## src/rtl/pulse_sequencer_if.sv

```systemverilog
// Request/grant bundle between two pattern requesters and the pulse sequencer.
// The requester side drives req/pattern/rep and receives the one-cycle ack.
interface pulse_sequencer_if #(
  parameter int WIDTH = 16,
  parameter int RPT_W = 4
);
  logic             req0;
  logic [WIDTH-1:0] pattern0;
  logic [RPT_W-1:0] rep0;
  logic             req1;
  logic [WIDTH-1:0] pattern1;
  logic [RPT_W-1:0] rep1;
  logic             ack0;
  logic             ack1;

  modport master (
    output req0, pattern0, rep0, req1, pattern1, rep1,
    input  ack0, ack1
  );

  modport slave (
    input  req0, pattern0, rep0, req1, pattern1, rep1,
    output ack0, ack1
  );
endinterface

```

## src/rtl/pulse_sequencer.sv

```systemverilog
// Two-requester round-robin pulse sequencer: plays the granted pattern MSB-first
// rep+1 times back to back, then emits a one-cycle done pulse.
module pulse_sequencer #(
  parameter int WIDTH = 16,
  parameter int RPT_W = 4
) (
  input  logic                clk,
  input  logic                reset_n,
  pulse_sequencer_if.slave    bus,
  output logic                busy,
  output logic                owner,
  output logic                pulse_out,
  output logic                done
);

  localparam int CNT_W = (WIDTH > 1) ? $clog2(WIDTH) : 1;

  typedef enum logic [1:0] {
    IDLE  = 2'd0,
    SHIFT = 2'd1,
    DONE  = 2'd2
  } state_t;

  state_t           state_q, state_d;
  logic [WIDTH-1:0] shift_q, shift_d;
  logic [WIDTH-1:0] pat_q, pat_d;
  logic [CNT_W-1:0] cnt_q, cnt_d;
  logic [RPT_W-1:0] rep_left_q, rep_left_d;
  logic             owner_q, owner_d;
  logic             ack0_q, ack0_d;
  logic             ack1_q, ack1_d;
  logic             grant1;

  always_comb begin
    state_d    = state_q;
    shift_d    = shift_q;
    pat_d      = pat_q;
    cnt_d      = cnt_q;
    rep_left_d = rep_left_q;
    owner_d    = owner_q;
    ack0_d     = 1'b0;
    ack1_d     = 1'b0;
    grant1     = 1'b0;

    case (state_q)
      IDLE: begin
        if (bus.req0 || bus.req1) begin
          // On a tie the requester that was not served last time wins.
          grant1     = bus.req1 && (!bus.req0 || (owner_q == 1'b0));
          state_d    = SHIFT;
          shift_d    = grant1 ? bus.pattern1 : bus.pattern0;
          pat_d      = grant1 ? bus.pattern1 : bus.pattern0;
          rep_left_d = grant1 ? bus.rep1 : bus.rep0;
          cnt_d      = '0;
          owner_d    = grant1;
          ack1_d     = grant1;
          ack0_d     = !grant1;
        end
      end

      SHIFT: begin
        if (cnt_q == CNT_W'(WIDTH - 1)) begin
          cnt_d = '0;
          if (rep_left_q != '0) begin
            // Reload in the same edge so repetitions follow with no gap.
            shift_d    = pat_q;
            rep_left_d = rep_left_q - 1'b1;
          end else begin
            shift_d = shift_q << 1;
            state_d = DONE;
          end
        end else begin
          shift_d = shift_q << 1;
          cnt_d   = cnt_q + 1'b1;
        end
      end

      DONE: begin
        state_d = IDLE;
      end

      default: begin
        state_d = IDLE;
      end
    endcase
  end

  always_ff @(posedge clk or negedge reset_n) begin
    if (!reset_n) begin
      state_q    <= IDLE;
      shift_q    <= '0;
      cnt_q      <= '0;
      rep_left_q <= '0;
      owner_q    <= 1'b1;
      ack0_q     <= 1'b0;
      ack1_q     <= 1'b0;
    end else begin
      state_q    <= state_d;
      shift_q    <= shift_d;
      cnt_q      <= cnt_d;
      rep_left_q <= rep_left_d;
      owner_q    <= owner_d;
      ack0_q     <= ack0_d;
      ack1_q     <= ack1_d;
    end
  end

  // The held pattern is only consumed while SHIFT is active, so it needs no reset.
  always_ff @(posedge clk) begin
    pat_q <= pat_d;
  end

  assign bus.ack0  = ack0_q;
  assign bus.ack1  = ack1_q;
  assign owner     = owner_q;
  assign busy      = (state_q == SHIFT) || (state_q == DONE);
  assign done      = (state_q == DONE);
  assign pulse_out = (state_q == SHIFT) && shift_q[WIDTH-1];

endmodule
```

## src/flat_wrapper.sv

```systemverilog
// flat-port wrapper written by rule: the top's interface ports become plain ports
module pulse_sequencer_flat 
#(
  parameter int WIDTH = 16,
  parameter int RPT_W = 4
)
  (clk, reset_n, busy, owner, pulse_out, done, bus_req0, bus_pattern0, bus_rep0, bus_req1, bus_pattern1, bus_rep1, bus_ack0, bus_ack1);
  pulse_sequencer_if #(.WIDTH(WIDTH), .RPT_W(RPT_W)) bus_i ();
  input  logic clk;
  input  logic reset_n;
  output logic busy;
  output logic owner;
  output logic pulse_out;
  output logic done;
  input wire logic [$bits(bus_i.req0)-1:0] bus_req0;
  input wire logic [$bits(bus_i.pattern0)-1:0] bus_pattern0;
  input wire logic [$bits(bus_i.rep0)-1:0] bus_rep0;
  input wire logic [$bits(bus_i.req1)-1:0] bus_req1;
  input wire logic [$bits(bus_i.pattern1)-1:0] bus_pattern1;
  input wire logic [$bits(bus_i.rep1)-1:0] bus_rep1;
  output wire logic [$bits(bus_i.ack0)-1:0] bus_ack0;
  output wire logic [$bits(bus_i.ack1)-1:0] bus_ack1;
  assign bus_i.req0 = bus_req0;
  assign bus_i.pattern0 = bus_pattern0;
  assign bus_i.rep0 = bus_rep0;
  assign bus_i.req1 = bus_req1;
  assign bus_i.pattern1 = bus_pattern1;
  assign bus_i.rep1 = bus_rep1;
  assign bus_ack0 = bus_i.ack0;
  assign bus_ack1 = bus_i.ack1;
  pulse_sequencer #(.WIDTH(WIDTH), .RPT_W(RPT_W)) u_core (.clk(clk), .reset_n(reset_n), .bus(bus_i), .busy(busy), .owner(owner), .pulse_out(pulse_out), .done(done));
endmodule
```

## config.mk

```make
export PLATFORM = sky130hd
export DESIGN_NAME = pulse_sequencer_flat
export DESIGN_NICKNAME = d
export VERILOG_FILES = /design/src/rtl/pulse_sequencer_if.sv /design/src/rtl/pulse_sequencer.sv /design/src/flat_wrapper.sv
export SDC_FILE = /design/constraint.sdc
export NUM_CORES = 1
export LEC_CHECK = 0
export CAP_MARGIN = 20
export CORE_MARGIN = 2
export CORE_UTILIZATION = 30
export CTS_CLUSTER_DIAMETER = 100
export DETAILED_ROUTE_END_ITERATION = 10
export SLEW_MARGIN = 20
export SYNTH_ARGS = -nofsm -noshare
export SYNTH_HDL_FRONTEND = slang
export SYNTH_SLANG_ARGS = --single-unit
```

## constraint.sdc

```tcl
create_clock -name clk -period 1.5 [get_ports clk]
set_input_delay 0.3 -clock clk [delete_from_list [all_inputs] [get_ports clk]]
set_output_delay 0.3 -clock clk [all_outputs]
set_load 0.03 [all_outputs]
```

Yosys cells after proc, flatten, opt, wreduce, memory -nomap -nowiden
Index checks and enable logic that the tools add are counted.
W data, S select, Z words.
{"block": "word_totals", "regBits": 45, "wordCells": 53, "input_bits": 44, "output_inout_bits": 6}
{"block": "op_classes", "n_reduce_logical": 14, "add_sub_neg": 2, "eq_ne": 7, "muxes": 21, "bitwise": 1}
{"op": "$mux W16", "count": 4}
{"op": "$pmux W16 S2", "count": 1}
{"op": "$mux W4", "count": 6}
{"op": "$pmux W4 S2", "count": 2}
{"op": "$mux W2", "count": 3}
{"op": "$ne A2 B1 Y1 const B", "count": 3}
{"op": "$add A4 B1 Y4 const B", "count": 1}
{"op": "$eq A4 B4 Y1 const B", "count": 1}
{"op": "$mux W1", "count": 4}
{"op": "$pmux W2 S2", "count": 1}
{"op": "$reduce_and A2 Y1", "count": 2}
{"op": "$reduce_and A4 Y1", "count": 1}
{"op": "$reduce_bool A4 Y1", "count": 1}
{"op": "$sub A4 B1 Y4 const B", "count": 1}
{"op": "$logic_or A1 B1 Y1", "count": 3}
{"op": "$reduce_and A3 Y1", "count": 1}
{"op": "$eq A2 B1 Y1 const B", "count": 1}
{"op": "$eq A2 B2 Y1 const B", "count": 1}
{"op": "$logic_and A1 B1 Y1", "count": 2}
{"op": "$logic_not A1 Y1", "count": 2}
{"op": "$logic_not A2 Y1", "count": 1}
{"op": "$ne A2 B2 Y1 const B", "count": 1}
{"op": "$reduce_bool A2 Y1", "count": 1}
{"op": "$not A1 Y1", "count": 1}

Longest topological paths before layout
Gate-level depths: netlist (run 1).
{"block": "depth", "word_depth": 6, "mapped_depth": 9, "ltp_nobuf": 6}

Worst setup path before layout (run 1)
OpenSTA, ideal clock, no wires.
{"block": "synth_path", "path_kind": "register -> register", "startpoint": "reg u_core.state_q[0]", "endpoint": "reg u_core.shift_q[5]", "path_stages_with_launch": 7, "required_ns": 1.369, "arrival_ns": 1.519, "n_path_buf": 1, "slack_ns": -0.150, "synth_period_minus_slack_ns": 1.650, "setup_ns": 0.131, "cell_sequence": "dfrtp_1 -> inv_1 -> ha_1 -> or3b_4 -> nand2_4 -> buf_6 -> o211ai_1"}
{"block": "synth_via", "elab_chain_len": 3, "word_cells_on_any_way": 6, "classes_between": "eq/ne (2); mux (1); reduce/logical (3)"}
{"element": "start, declared", "line_no": "pulse_sequencer.sv:24", "source": "state_t state_q, state_d;"}
{"element": "start signal, assigned", "line_no": "pulse_sequencer.sv:98", "source": "state_q <= state_d;"}
{"element": "$logic_not A2 Y1 or $eq A2 B1 Y1 (tied branches)", "line_no": "pulse_sequencer.sv:45", "source": "case (state_q)"}
{"element": "$ne A2 B1 Y1 (no line) or $reduce_bool A2 Y1 (tied branches)"}
{"element": "$reduce_and A2 Y1 (no line)"}
{"element": "end signal, assigned", "line_no": "pulse_sequencer.sv:99", "source": "shift_q <= shift_d;"}
{"element": "end, declared", "line_no": "pulse_sequencer.sv:25", "source": "logic [WIDTH-1:0] shift_q, shift_d;"}
Several ways; a longest one is shown, not always the timed one.
A chain may end at the register's enable or synchronous reset.

Worst setup path in the final report (run 1)
{"block": "layout_path", "startpoint": "reg u_core.rep_left_q[1]", "endpoint": "reg u_core.shift_q[14]"}
{"block": "layout_via", "elab_chain_len": 4}
{"element": "start, declared", "line_no": "pulse_sequencer.sv:28", "source": "logic [RPT_W-1:0] rep_left_q, rep_left_d;"}
{"element": "start signal, assigned", "line_no": "pulse_sequencer.sv:101", "source": "rep_left_q <= rep_left_d;"}
{"element": "$reduce_bool A4 Y1", "line_no": "pulse_sequencer.sv:64", "source": "if (rep_left_q != '0) begin"}
{"element": "$mux W16", "line_no": "pulse_sequencer.sv:64"}
{"element": "$mux W16", "line_no": "pulse_sequencer.sv:62", "source": "if (cnt_q == CNT_W'(WIDTH - 1)) begin"}
{"element": "$pmux W16 S2", "line_no": "pulse_sequencer.sv:45"}
Every way passes these cells.

==> metrics list, run 1 <==
* Endpoint type of the worst setup path: flop
* Run status: complete, but fails checks
- Sink Count: 45
- The tightest min-delay check is of the in -> async type.
- The number of hold buffers added after CTS was 0.
- Relative to the synthesized area, the layout overhead comes to 59.7%.
* Share of final-layout standard cells stronger than drive strength 1: 0.430
- Broken down by cell family, the worst path's largest delay share belongs to buffers and inverters.
- Summed over all layers, the global routing overflow is 0.
- After synthesis, the mean cell area works out to 12.0 um^2.
- The placed instances occupy a cell area of 0.00331 mm^2.
- Entering global routing, the biggest net connects 30 pins.
- Last weighted congestion value of the routability-driven placer: 0.733
- Number of flops mapped to enable cells by yosys: 16
- For this block, the initial DRC count from the detailed router was 143.
- Filler-free cell count of the finished design: 404
- In this run the horizontal extent of the chip is 94.3 um.
- The first global-routing pass estimated 10.6 mm of wire.
- The longest clock path from root to sink contains 2 buffers.
- Together, buffers and inverters on the worst path number 3.
- Synthesis inferred 45 register bits.
- The number of antenna violations at the first check in global routing came to 0.
- RSZ-0062 raised after global routing: true
- Worst path max stage delay: 380 ps
* Worst Slack Setup Final: -156 ps
- Number of cell rows: 32
- Once detail routing completed, the nets flagged for antenna violations numbered 0.
- The die is 94.3 um tall.
- The H-tree was split into 2 levels.
- For this design the static power due to leakage is 1.59 nW.
- Cell at the root of the clock tree: clkbuf_8
* Number of I/O pins: 50
* WL final: ~7 mm
- At the end of the flow, the number of nets in the layout was 351.
* Routed WL per cell: 16.9 um
* Max Cap Violations: 0
* Vias in the first global route: 2054
* Remaining DRCs: 0
* Register area share after synthesis: 0.494
- Data on the critical path arrives at its endpoint at roughly 1900 ps.
- Of the available clock period, the critical path in the final layout requires 1.10.
- The final number of max-transition violations is 0.
* CORE AREA: just under 0.008 mm^2
* Post-layout minimum cycle time: approximately 1700 ps
- The critical path is of the reg -> reg type.
* Final setup skew: 13.6 ps
- Die area: 0.00888 mm^2
* # port buffers: 49
- Number of warnings reported in the yosys synthesis log: 0
- The count of endpoints failing hold in the final timing report was 0.
- IR drop worst, VDD: 1.15 mV
* Clock transition at path regs: 100 ps
- Among all stages on the critical path, the largest delay is contributed by dfrtp_1.
- For the pin with the worst max-slew slack, the measured transition is 351 ps.
- Worst-path maximum fanout: 16
* Number of cells in the design after placement: roughly 370
- For this run, the top clock speed supported by timing is 604 MHz.
- Net count of the mapped netlist: 254
* Number of unique standard cell types used by synthesis: 38
* Critical Path Source Type: flop
- Cell area after technology mapping: 0.00244 mm^2
* Number of buffers added by the clock tree synthesis step: 5
- The cell count after synthesis came out at 204.
- The repair_antennas step left the layout with diodes totalling 0.
- The first detailed-routing pass took 4 iterations.
* Leading cell type in the layout, fill and taps excluded: clkdlybuf4s50_1
- On the final layout, the worst hold slack is 336 ps.
- The clock reaches the later pin of the worst-skew pair after between 300 and 400 ps.
- Total global routing track utilization: 0.158
* Detail-routed via count per cell: 4.94
- TritonCTS built the clock tree.
* Via Count: between 1.5k and 2k
- In this run the tightest slew margin relative to its limit is 0.765.
* Critical Path RT: 1710 ps
- The checks that failed: setup timing.
- Top library cells by usage in the layout, fill and taps aside: clkdlybuf4s50_1 (41), buf_4 (29), dfrtp_1 (27)
* Share of synthesized registers carrying an async set or reset: 0.644
* Cell-by-cell trace of the critical path: inv_2, ha_4, nor3b_4, buf_4, nor2_4, buf_12, mux2i_2, o211ai_2
* Starting Density: 0.313
- Power spread over the standard cell area amounts to a little over 2000 mW/mm^2.
- Detail Placement HPWL: 3.77 mm
- Setup violations remaining at the end of the flow were counted as 32.
- For this run, the leading register cell type out of synthesis is dfrtp_1.
- Once layout is done, the placed cells without fillers occupy 0.00390 mm^2.
-- power breakdown --
part           switching, mW  leakage, nW  total (mW)  internal (mW)
logic                   2.28         1.04        5.00           2.72
clock network          0.477       0.0447       0.815          0.337
registers              0.301        0.503        2.16           1.86
-- layout make-up --
cell class,instances,area [um^2]
clock buffer,5,68.8
clock inverter,3,25.0
fill,693,3910
inverter,8,30.0
multi-input combinational,142,1320
sequential,45,1210
tap,102,128
timing repair buffer,99,1120
-- final timing paths --
kind                                 startpoint                 end  slack, ps  cells past startpoint
hold reg to reg               u_core.shift_q[8]   u_core.shift_q[8]        490                      2
hold / removal                          reset_n  u_core.shift_q[12]        340                      2
min in group clk              u_core.shift_q[8]   u_core.shift_q[8]        490                      2
setup / recovery           u_core.rep_left_q[1]  u_core.shift_q[14]       -160                      8
setup reg to reg           u_core.rep_left_q[1]  u_core.shift_q[14]       -160                      8
max in group asynchronous               reset_n        u_core.owner        910                      2
-- synthesized netlist by cell type (2+ instances only) --
cell type	n	share of area
nand2_1	21	0.032
o211ai_2	9	0.046
buf_8	2	0.012
nor2_1	6	0.0092
a22o_1	2	0.0072
ha_1	6	0.031
inv_1	7	0.011
dfrtp_1	28	0.29
o211ai_1	6	0.018
a21o_1	2	0.0061
mux2_2	19	0.088
a31oi_1	4	0.010
edfxtp_1	16	0.20
buf_2	4	0.0082
nand3_1	19	0.039
mux2i_1	19	0.078
nand2b_1	2	0.0051
buf_4	2	0.0061
buf_6	2	0.0092
o21ai_0	7	0.014
nor3b_2	2	0.010
and2_1	3	0.0077
-- state kept, by name (all words and copies together) (netlist names) --
register,cells
u_core.bus.ack0,1
u_core.bus.ack1,1
u_core.cnt_q,4
u_core.owner,1
u_core.pat_q,16
u_core.rep_left_q,4
u_core.shift_q,16
u_core.state_q,2
-- timing repair --
item / 4_1_cts / 5_1_grt
pin swaps: 8 / 5
cloned: 5 / 1
setup endpoints to repair: 36 / 41
buffers inserted: 14 / 4
resized for setup: 47 / 17
-- cells by family (layout without fill, tap and decap cells) --
kind of cell / after synthesis / after routing / share of synthesized area
buffers and inverters: 19 / 115 / 0.0497
adder cells (fa/ha/maj): 6 / 6 / 0.0307
flip-flops: 45 / 45 / 0.494
AO/OA/AOI/OAI: 36 / 38 / 0.126
AND/OR/NAND/NOR: 59 / 59 / 0.129
multiplexers: 39 / 39 / 0.170
-- per-layer routing --
metal | share of wire | up-vias | wire, um | track usage
li1 | - | 947 | - | -
met2 | 0.50 | 52 | 3430 | 0.275
met3 | 0.036 | 10 | 245 | 0.0217
met5 | 0 | - | 0 | 0
met4 | 0.017 | 0 | 115 | 0.0399
met1 | 0.44 | 987 | 3030 | 0.205
-- metrics by stage --
stage | setup slack [ps] | TNS, ps | total power, mW | utilization
after CTS | -144 | -2900 | 7.64 | 0.486
final | -156 | -3100 | 7.98 | 0.500
after global routing | -237 | -5490 | 8.48 | 0.500
after detailed placement | -449 | -17570 | 5.81 | 0.424
after floorplan | -92.0 | -921 | 4.42 | -
after global placement | -377 | -16380 | 5.74 | 0.424
Power figures use the tool's default switching activity.
==> run 2, diff against run 1 <==
--- a/config.mk
+++ b/config.mk
@@ -14,3 +14,4 @@
 export SYNTH_ARGS = -nofsm -noshare
 export SYNTH_HDL_FRONTEND = slang
 export SYNTH_SLANG_ARGS = --single-unit
+export TNS_END_PERCENT = 100
==> results of run 2 <==
Final layout, timing and power as in run 1 (identical DEF).
